$ cat config.mk
export PLATFORM = sky130hd
export DESIGN_NAME = serial_frame_rx_flat
export DESIGN_NICKNAME = d
export VERILOG_FILES = /design/src/rtl/serial_frame_pkg.sv /design/src/rtl/serial_frame_rx_if.sv /design/src/rtl/sipo_shift.sv /design/src/rtl/serial_frame_rx.sv /design/src/flat_wrapper.sv
export SDC_FILE = /design/constraint.sdc
export NUM_CORES = 1
export LEC_CHECK = 0
export ABC_AREA = 1
export CAP_MARGIN = 5
export CORE_UTILIZATION = 38
export DETAILED_ROUTE_END_ITERATION = 10
export PLACE_DENSITY = 0.67
export SETUP_SLACK_MARGIN = 0.05
export SYNTH_ARGS = -nofsm -noshare
export SYNTH_HDL_FRONTEND = slang
export SYNTH_SLANG_ARGS = --single-unit
$ cat constraint.sdc
create_clock -name clk -period 1.4 [get_ports clk]
set_clock_uncertainty 0.2 [all_clocks]
set_input_delay 0.35 -clock clk [delete_from_list [all_inputs] [get_ports clk]]
set_output_delay 0.35 -clock clk [all_outputs]
set_load 0.1 [all_outputs]
$ cat src/rtl/serial_frame_pkg.sv
// Shared types and framing constants for the serial frame receiver.
package serial_frame_pkg;

    typedef enum logic [1:0] {
        IDLE,
        DATA,
        STOP
    } rx_state_t;

    localparam logic START_BIT = 1'b0;
    localparam logic STOP_BIT  = 1'b1;

endpackage

$ cat src/rtl/serial_frame_rx_if.sv
// Parallel output port of the receiver: word, valid/ready handshake and status pulses.
interface serial_frame_rx_if #(
    parameter int WIDTH = 4
);

    logic [WIDTH-1:0] pout;
    logic             pvalid;
    logic             pready;
    logic             frame_err;
    logic             overrun;

    modport master (
        output pout,
        output pvalid,
        output frame_err,
        output overrun,
        input  pready
    );

    modport slave (
        input  pout,
        input  pvalid,
        input  frame_err,
        input  overrun,
        output pready
    );

endinterface

$ cat src/rtl/sipo_shift.sv
// Serial-in/parallel-out shift register, the receive-side mirror of the PISO.
module sipo_shift #(
    parameter int WIDTH     = 4,
    parameter bit LSB_FIRST = 1'b1
) (
    input  logic             clk,
    input  logic             rst,
    input  logic             shift_en,
    input  logic             din,
    output logic [WIDTH-1:0] q
);

    // LSB-first shifts toward bit 0 so the first bit ends up in q[0].
    always_ff @(posedge clk) begin
        if (rst) begin
            q <= '0;
        end else if (shift_en) begin
            if (LSB_FIRST) begin
                q <= {din, q[WIDTH-1:1]};
            end else begin
                q <= {q[WIDTH-2:0], din};
            end
        end
    end

endmodule

$ cat src/rtl/serial_frame_rx.sv
// Framed serial receiver: start/data/stop detection, word reassembly and valid/ready output.
module serial_frame_rx
    import serial_frame_pkg::*;
#(
    parameter int WIDTH     = 4,
    parameter bit LSB_FIRST = 1'b1
) (
    input  logic                   clk,
    input  logic                   rst,
    input  logic                   sin,
    input  logic                   bit_en,
    output logic                   busy,
    serial_frame_rx_if.master      rx_bus
);

    localparam int              CW   = $clog2(WIDTH + 1);
    localparam logic [CW-1:0]   LAST = CW'(WIDTH - 1);

    rx_state_t        state;
    rx_state_t        state_nx;
    logic [CW-1:0]    cnt;
    logic [WIDTH-1:0] shreg;
    logic             shift_en;
    logic             cnt_clr;
    logic             stop_good;
    logic             stop_bad;
    logic             commit;

    sipo_shift #(
        .WIDTH     (WIDTH),
        .LSB_FIRST (LSB_FIRST)
    ) u_sipo (
        .clk      (clk),
        .rst      (rst),
        .shift_en (shift_en),
        .din      (sin),
        .q        (shreg)
    );

    always_ff @(posedge clk) begin
        if (rst) begin
            state <= IDLE;
        end else begin
            state <= state_nx;
        end
    end

    always_comb begin
        state_nx  = state;
        shift_en  = 1'b0;
        cnt_clr   = 1'b0;
        stop_good = 1'b0;
        stop_bad  = 1'b0;
        case (state)
            IDLE: begin
                if (bit_en && sin == START_BIT) begin
                    state_nx = DATA;
                    cnt_clr  = 1'b1;
                end
            end
            DATA: begin
                if (bit_en) begin
                    shift_en = 1'b1;
                    if (cnt == LAST) begin
                        state_nx = STOP;
                    end
                end
            end
            STOP: begin
                // The stop slot always returns to IDLE; it never doubles as a start bit.
                if (bit_en) begin
                    state_nx = IDLE;
                    if (sin == STOP_BIT) begin
                        stop_good = 1'b1;
                    end else begin
                        stop_bad = 1'b1;
                    end
                end
            end
            default: state_nx = IDLE;
        endcase
    end

    always_ff @(posedge clk) begin
        if (rst) begin
            cnt <= '0;
        end else if (cnt_clr) begin
            cnt <= '0;
        end else if (shift_en) begin
            cnt <= cnt + 1'b1;
        end
    end

    assign commit = stop_good && (!rx_bus.pvalid || rx_bus.pready);

    // A same-cycle accept frees the holding register, so the new word loads without overrun.
    always_ff @(posedge clk) begin
        if (rst) begin
            rx_bus.pout      <= '0;
            rx_bus.pvalid    <= 1'b0;
            rx_bus.frame_err <= 1'b0;
            rx_bus.overrun   <= 1'b0;
        end else begin
            rx_bus.frame_err <= stop_bad;
            rx_bus.overrun   <= stop_good && rx_bus.pvalid && !rx_bus.pready;
            if (commit) begin
                rx_bus.pout   <= shreg;
                rx_bus.pvalid <= 1'b1;
            end else if (rx_bus.pvalid && rx_bus.pready) begin
                rx_bus.pvalid <= 1'b0;
            end
        end
    end

    assign busy = (state != IDLE);

endmodule
$ cat src/flat_wrapper.sv
// flat-port wrapper written by rule: the top's interface ports become plain ports
module serial_frame_rx_flat import serial_frame_pkg::*;
#(
    parameter int WIDTH     = 4,
    parameter bit LSB_FIRST = 1'b1
)
  (clk, rst, sin, bit_en, busy, rx_bus_pout, rx_bus_pvalid, rx_bus_frame_err, rx_bus_overrun, rx_bus_pready);
  serial_frame_rx_if #(.WIDTH(WIDTH)) rx_bus_i ();
  input  logic clk;
  input  logic rst;
  input  logic sin;
  input  logic bit_en;
  output logic busy;
  output wire logic [$bits(rx_bus_i.pout)-1:0] rx_bus_pout;
  output wire logic [$bits(rx_bus_i.pvalid)-1:0] rx_bus_pvalid;
  output wire logic [$bits(rx_bus_i.frame_err)-1:0] rx_bus_frame_err;
  output wire logic [$bits(rx_bus_i.overrun)-1:0] rx_bus_overrun;
  input wire logic [$bits(rx_bus_i.pready)-1:0] rx_bus_pready;
  assign rx_bus_pout = rx_bus_i.pout;
  assign rx_bus_pvalid = rx_bus_i.pvalid;
  assign rx_bus_frame_err = rx_bus_i.frame_err;
  assign rx_bus_overrun = rx_bus_i.overrun;
  assign rx_bus_i.pready = rx_bus_pready;
  serial_frame_rx #(.WIDTH(WIDTH), .LSB_FIRST(LSB_FIRST)) u_core (.clk(clk), .rst(rst), .sin(sin), .bit_en(bit_en), .busy(busy), .rx_bus(rx_bus_i));
endmodule
==> results of run 1 <==
[routing by layer]
layer / vias to the layer above / global-route usage, % / wire length [um]
met5: - / 0 / 0
met4: 0 / 15.00 / 53
met3: 5 / 3.750 / 41
met2: 12 / 26.97 / 671
met1: 265 / 19.06 / 640
li1: 317 / - / -
[flip-flops by register name, indices dropped and copies added (netlist names)]
name,count
u_core.state,2
u_core.rx_bus.overrun,1
u_core.rx_bus.pvalid,1
u_core.rx_bus.pout,4
u_core.cnt,3
u_core.u_sipo.q,4
u_core.rx_bus.frame_err,1
[final timing paths]
path                           start                    end  slack, ns  cells after the start
setup / recovery     u_core.state[0]                   busy      -0.21                      3
hold / removal    u_core.u_sipo.q[0]     u_core.u_sipo.q[0]       0.26                      2
setup reg to reg     u_core.state[0]  u_core.rx_bus.pout[0]       0.06                      7
hold reg to reg   u_core.u_sipo.q[0]     u_core.u_sipo.q[0]       0.26                      2
[cell families (layout without fill, tap and decap cells)]
| kind of cell | Yosys count | after routing | share of synthesized area, % |
|---|---|---|---|
| buffers and inverters | 15 | 41 | 9.351 |
| AND/OR/NAND/NOR | 28 | 28 | 23.09 |
| flip-flops | 16 | 16 | 48.86 |
| AO/OA/AOI/OAI | 19 | 19 | 14.88 |
| adder cells (fa/ha/maj) | 2 | 2 | 3.816 |
[cell usage in the layout, fill, tap and decap left out]
cell and count:
a21oi_1 12, buf_4 10, inv_1 9, buf_12 9
nand2_1 8, dfxtp_2 7, nand2_2 5, nand3_1 5
dfxtp_1 5, dfxtp_4 4, clkbuf_4 3, clkdlybuf4s50_1 3
nor2_4 2, o21ai_1 2, or2_1 2, a21oi_2 2
inv_2 2, nand4_1 2, ha_4 2, clkinvlp_4 1
inv_4 1, nand3_4 1, nor2_2 1, nor4_1 1
o21ai_2 1, nor3_2 1, o21ai_0 1, o211ai_1 1
clkbuf_8 1, dlygate4sd2_1 1, buf_6 1
[worst max-delay path: stages, from the launching register on]
cell	delay, ns
dfxtp_4	0.37
nor2_4	0.13
clkinvlp_4	0.10
buf_12	0.17
[repair_timing]
item,in CTS,in global routing
buffers inserted,4,2
endpoints found under the setup margin,20,17
pin swaps,4,3
resized for setup,8,10
[layout make-up]
| type | count | share of cell area (%) |
|---|---|---|
| tap | 16 | 1.831 |
| timing repair buffer | 24 | 27.92 |
| multi-input combinational | 49 | 30.43 |
| sequential | 16 | 31.46 |
| inverter | 13 | 5.034 |
| clock buffer | 4 | 3.318 |
[power by group]
part           internal (W)  switching, W
registers          0.000458    0.00000880
clock network      0.000159      0.000153
logic             0.0000499     0.0000601
[stage by stage]
step,TNS (ns),cells,instance area (um^2),hold WS [ns],power [W]
after floorplan,-0.02301,80,680.7,0.2207,0.0005325
after global placement,-3.994,112,933.4,0.2400,0.0005714
after detailed placement,-4.453,112,933.4,0.2392,0.0005732
after CTS,-0.2195,120,1042,0.2554,0.0008955
after global routing,-0.3219,122,1094,0.2623,0.0009202
final,-0.2110,122,1094,0.2604,0.0008885
==> flow_summary.ini, run 1 <==
[placed_design]
dp_hpwl_um = 1008
portBuffers = 12
pre_cts_ws_ns = -0.3723
place.gp.congestion = 0.8113

[clock_network]
cts_buffers = 3
clock_path_buffers = 2
cts.sinks = 16
cts_tree = built
clock_latency_ns = 0.30
clk_pin_slew_ns = 0.10
cts_max_level = 1
ctsHoldBuffers = 0
root_buffer = clkbuf_4

[synthesis]
ys_async_sr_fraction_pct = 0
syn_nets = 87
synth_cells = 80
yosysSeqAreaShare_pct = 48.85
yosys_warnings = 0
synth_cell_types = 20
netlist_area_um2 = 655.6
synthTopCellsByCount = dfxtp_1 (16), a21oi_1 (14), inv_1 (10), nand2_1 (10), nand3_1 (5)
netlist_top_cells_area = dfxtp_1 (49%), a21oi_1 (11%), inv_1 (5.7%), nand2_1 (5.7%), ha_1 (3.8%)
yosys.area.top_type = dfxtp_1
synth_edf_count = 0
yosys.area.top_type_share_pct = 48.85
synth_most_common_cell = dfxtp_1
synth_flop_cell = dfxtp_1
syn_avg_cell_area_um2 = 8.195
synth_seq_cells = 16

[routing]
post_drt_wl_per_cell_um = 11.53
via_count = 599
first_iter_violations = 9
wl_um = 1407
vias_per_cell = 4.910
ant_nets = 0
first_pass_iters = 7
drc = 4

[final_layout]
area.growth.synth_to_final_pct = 66.79
drive_gt1_share_pct = 50.94
num-fill-cells = 124
fin_nets = 114
regArea_um2 = 344.1
antenna_cells = 0
multi_input_area_um2 = 332.8
final_core_util_pct = 70.14

[critical_path]
end_kind = output pin
crit_arrival_ns = 1.06
required_ns = 0.85
startpoint_type = flip-flop
worstPathMaxFanout = 2
crit_type = reg -> out

[pwr]
leakage_nw = 0.3964
ir_worst_vdd_v = 0.0005320
power.density_nw_per_um2 = 812.5

[die]
initial_utilization_pct = 42.05
io-pin-count = 13
fp.dieW_um = 43.54
fp.dieH_um = 43.54
rows = 14
dieArea_um2 = 1895
core_region_area_um2 = 1559

[global_routing]
grt_use_total_pct = 16.99
grt_pass1_wl_um = 2208
grt_max_degree = 10
antenna_found_initial = 0
first_global_vias = 531
grt-ovfl-total = 0

[sta]
rsz0062_at_grt = true
hold_viol_final = 0
setup_viol = 1
final.min_clock_period_ns = 1.611
slew_headroom_pct = 85.44
fin_ws_ns = -0.2110
slew_violations = 0
clock.fmax_mhz = 620.7
worst_slew_pin_slew_ns = 0.2184
finalCritPeriodShare_pct = 115.1

[status]
status = finished with violations
violations = design-rule violations, negative setup slack

[hold_path]
hp-class = reg -> reg

[job]
max-cap-violations = 0
Note: power is estimated with default switching activity, not from simulation.
==> run 2, diff against run 1 <==
--- a/config.mk
+++ b/config.mk
@@ -8,6 +8,7 @@
 export ABC_AREA = 1
 export CAP_MARGIN = 5
 export CORE_UTILIZATION = 38
+export CTS_CLUSTER_SIZE = 10
 export DETAILED_ROUTE_END_ITERATION = 10
 export PLACE_DENSITY = 0.67
 export SETUP_SLACK_MARGIN = 0.05
==> results of run 2 <==
No change in the layout: final DEF, timing and power equal those of run 1.
==> run 3, diff against run 2 <==
--- a/config.mk
+++ b/config.mk
@@ -12,6 +12,7 @@
 export DETAILED_ROUTE_END_ITERATION = 10
 export PLACE_DENSITY = 0.67
 export SETUP_SLACK_MARGIN = 0.05
+export SLEW_MARGIN = 5
 export SYNTH_ARGS = -nofsm -noshare
 export SYNTH_HDL_FRONTEND = slang
 export SYNTH_SLANG_ARGS = --single-unit
==> results of run 3 <==
No change in the layout: final DEF, timing and power equal those of run 1.
==> patch, RTL diff (flow settings as in run 2) <==
Make the reset (`rst`) asynchronous in 4 clocked blocks.
--- a/src/rtl/sipo_shift.sv
+++ b/src/rtl/sipo_shift.sv
@@ -12,5 +12,5 @@
 
     // LSB-first shifts toward bit 0 so the first bit ends up in q[0].
-    always_ff @(posedge clk) begin
+    always_ff @(posedge clk or posedge rst) begin
         if (rst) begin
             q <= '0;
--- a/src/rtl/serial_frame_rx.sv
+++ b/src/rtl/serial_frame_rx.sv
@@ -38,5 +38,5 @@
     );
 
-    always_ff @(posedge clk) begin
+    always_ff @(posedge clk or posedge rst) begin
         if (rst) begin
             state <= IDLE;
@@ -82,5 +82,5 @@
     end
 
-    always_ff @(posedge clk) begin
+    always_ff @(posedge clk or posedge rst) begin
         if (rst) begin
             cnt <= '0;
@@ -95,5 +95,5 @@
 
     // A same-cycle accept frees the holding register, so the new word loads without overrun.
-    always_ff @(posedge clk) begin
+    always_ff @(posedge clk or posedge rst) begin
         if (rst) begin
             rx_bus.pout      <= '0;
Function: differs if rst is asserted again (counterexample within 4 cycles, from zero or initial values and one cycle with rst high); with rst held inactive, the same outputs for 10 cycles.
==> patch against run 2 <==
The flow finishes with violations (setup timing). Hold slack worse by 0.097 ns. Worst setup slack worse by 0.077 ns. Global-route usage is 1.3 points higher. Maximum frequency is 4.6% lower. Design area is 4.9% higher. Via count is 4.8% higher. Synthesized area is 9.4% higher. Sequential cell count stayed put. Register-to-register slack worse by 0.03 ns. Wire length is 6.5% higher. Critical path depth stayed put. Critical path type unchanged.
Power is not compared: it rests on default switching activity, and its combinational part moved more than twofold at a synthesized area within 25%.
==> patch: results (changes against run 2) <==
[yosys]
yosys-top-cells-count=20 x nand2_1, 16 x dfrtp_1, 11 x inv_1, 10 x nand3_1, 5 x nor2_1
synth_top_cells_by_area=dfrtp_1 56%, nand2_1 10%, nand3_1 7.0%
ys_seq_area_share_pct=55.8  ; +7.0 points
ys_warn_count=0  ; unchanged
ys_async_sr_fraction_pct=100  ; +100 points
ys_types=17  ; -15%
synth_nets=85  ; -2.3%
synth_top_flop_cell=dfrtp_1

[place]
dp_slack_ns=-0.368  ; +0.00453 ns
dp_hpwl_um=1080  ; +7.0%
gp_congestion=0.759  ; -6.4%

[outcome]
outcome=complete, but fails checks
failed_checks=setup timing

[final_layout]
antenna_cells=0  ; unchanged
fin_nets=115  ; +0.88%
nFillCells=141  ; +14%
final_layout_size_suffix_gt1_share_pct=46.7  ; -4.2 points

[sta]
setup_viol=8  ; +7
fin_tns_setup_ns=-0.658  ; -0.447 ns
worstMarginPinSlew_ns=0.309  ; +0.0910 ns
fin_ws_ns=-0.288  ; -0.0771 ns
fin_hold_ws_ns=0.164  ; -0.0968 ns

[critical_path]
crit_arrival_ns=1.14  ; +0.08 ns
r2r-end=u_core.rx_bus.pout[0]
crit_path_start=u_core.state[0]
ff2ff_setup_slack_ns=0.03  ; -0.03 ns
r2r_start=u_core.state[0]

[cts]
clockBufferDepth=2  ; unchanged
numCtsBuffers=3  ; unchanged

[routing]
wirelength_um=1500  ; +6.5%
via_per_inst=4.76  ; -3.1%
dr.pass1.iters=4  ; -3
drtIter0Drc=12  ; +3

[global_route]
grt_first_pass_wirelength_um=2580  ; +17%
first_global_vias=631  ; +19%
grt_max_degree=17  ; +7
grtUsageTotal_pct=18.3  ; +1.3 points

[hold_path]
hold_path_class=input pin to asynchronous set/reset pin

patch: cell types whose count changed after synthesis, moves of 2 or more:
cell,before,now
nor2_1,2,5
a21oi_1,14,1
o21ai_1,3,0
nand2_1,10,20
nand3_1,5,10
or2_1,2,0
inv_2,3,0
dfrtp_1,0,16
dfxtp_1,16,0
patch: metrics by stage:
| stage | cells | area [um2] |
|---|---|---|
| 2_1_floorplan | 78 | 746 |
| 3_3_place_gp | 122 | 1030 |
| 3_5_place_dp | 122 | 1030 |
| 4_1_cts | 132 | 1120 |
| 5_1_grt | 132 | 1150 |
| 6_report | 132 | 1150 |
patch: cell families (layout without fill, tap and decap cells):
group / count (synthesis) / count (layout) / share of synthesized area [%]
AND/OR/NAND/NOR: 44 / 45 / 30.7
buffers and inverters: 12 / 40 / 6.81
flip-flops: 16 / 16 / 55.8
AO/OA/AOI/OAI: 4 / 4 / 3.14
adder cells (fa/ha/maj): 2 / 2 / 3.49
patch: cell type report:
type	instances	area share (%)
sequential	16	36.0
multi-input combinational	51	27.7
timing repair buffer	25	26.1
inverter	11	4.36
clock buffer	4	3.16
tap	25	2.73
patch: critical path, cell delays in order, from the launching register on:
cell,delay (ns)
dfrtp_2,0.43
nor2_4,0.14
clkinvlp_4,0.11
buf_12,0.17
patch: per-layer routing:
layer  global-route usage [%]  vias up  part of all wire, %
li1                         -      307                    -
met1                     21.6      299                   43
met2                     30.3       14                   50
met3                     2.78        8                  3.3
met4                     12.7        0                  3.5
met5                        0        -                    0
patch: timing repair:
action,CTS,global route
cloned,1,0
gates resized for setup,6,6
setup endpoints to repair,19,17
setup buffers,6,0
hold buffers,0,0
pin swaps,8,4
patch: power by group:
group / internal (uW) / switching (uW)
logic: 515 / 790
clock network: 159 / 147
registers: 626 / 132
total: 1300 / 1070
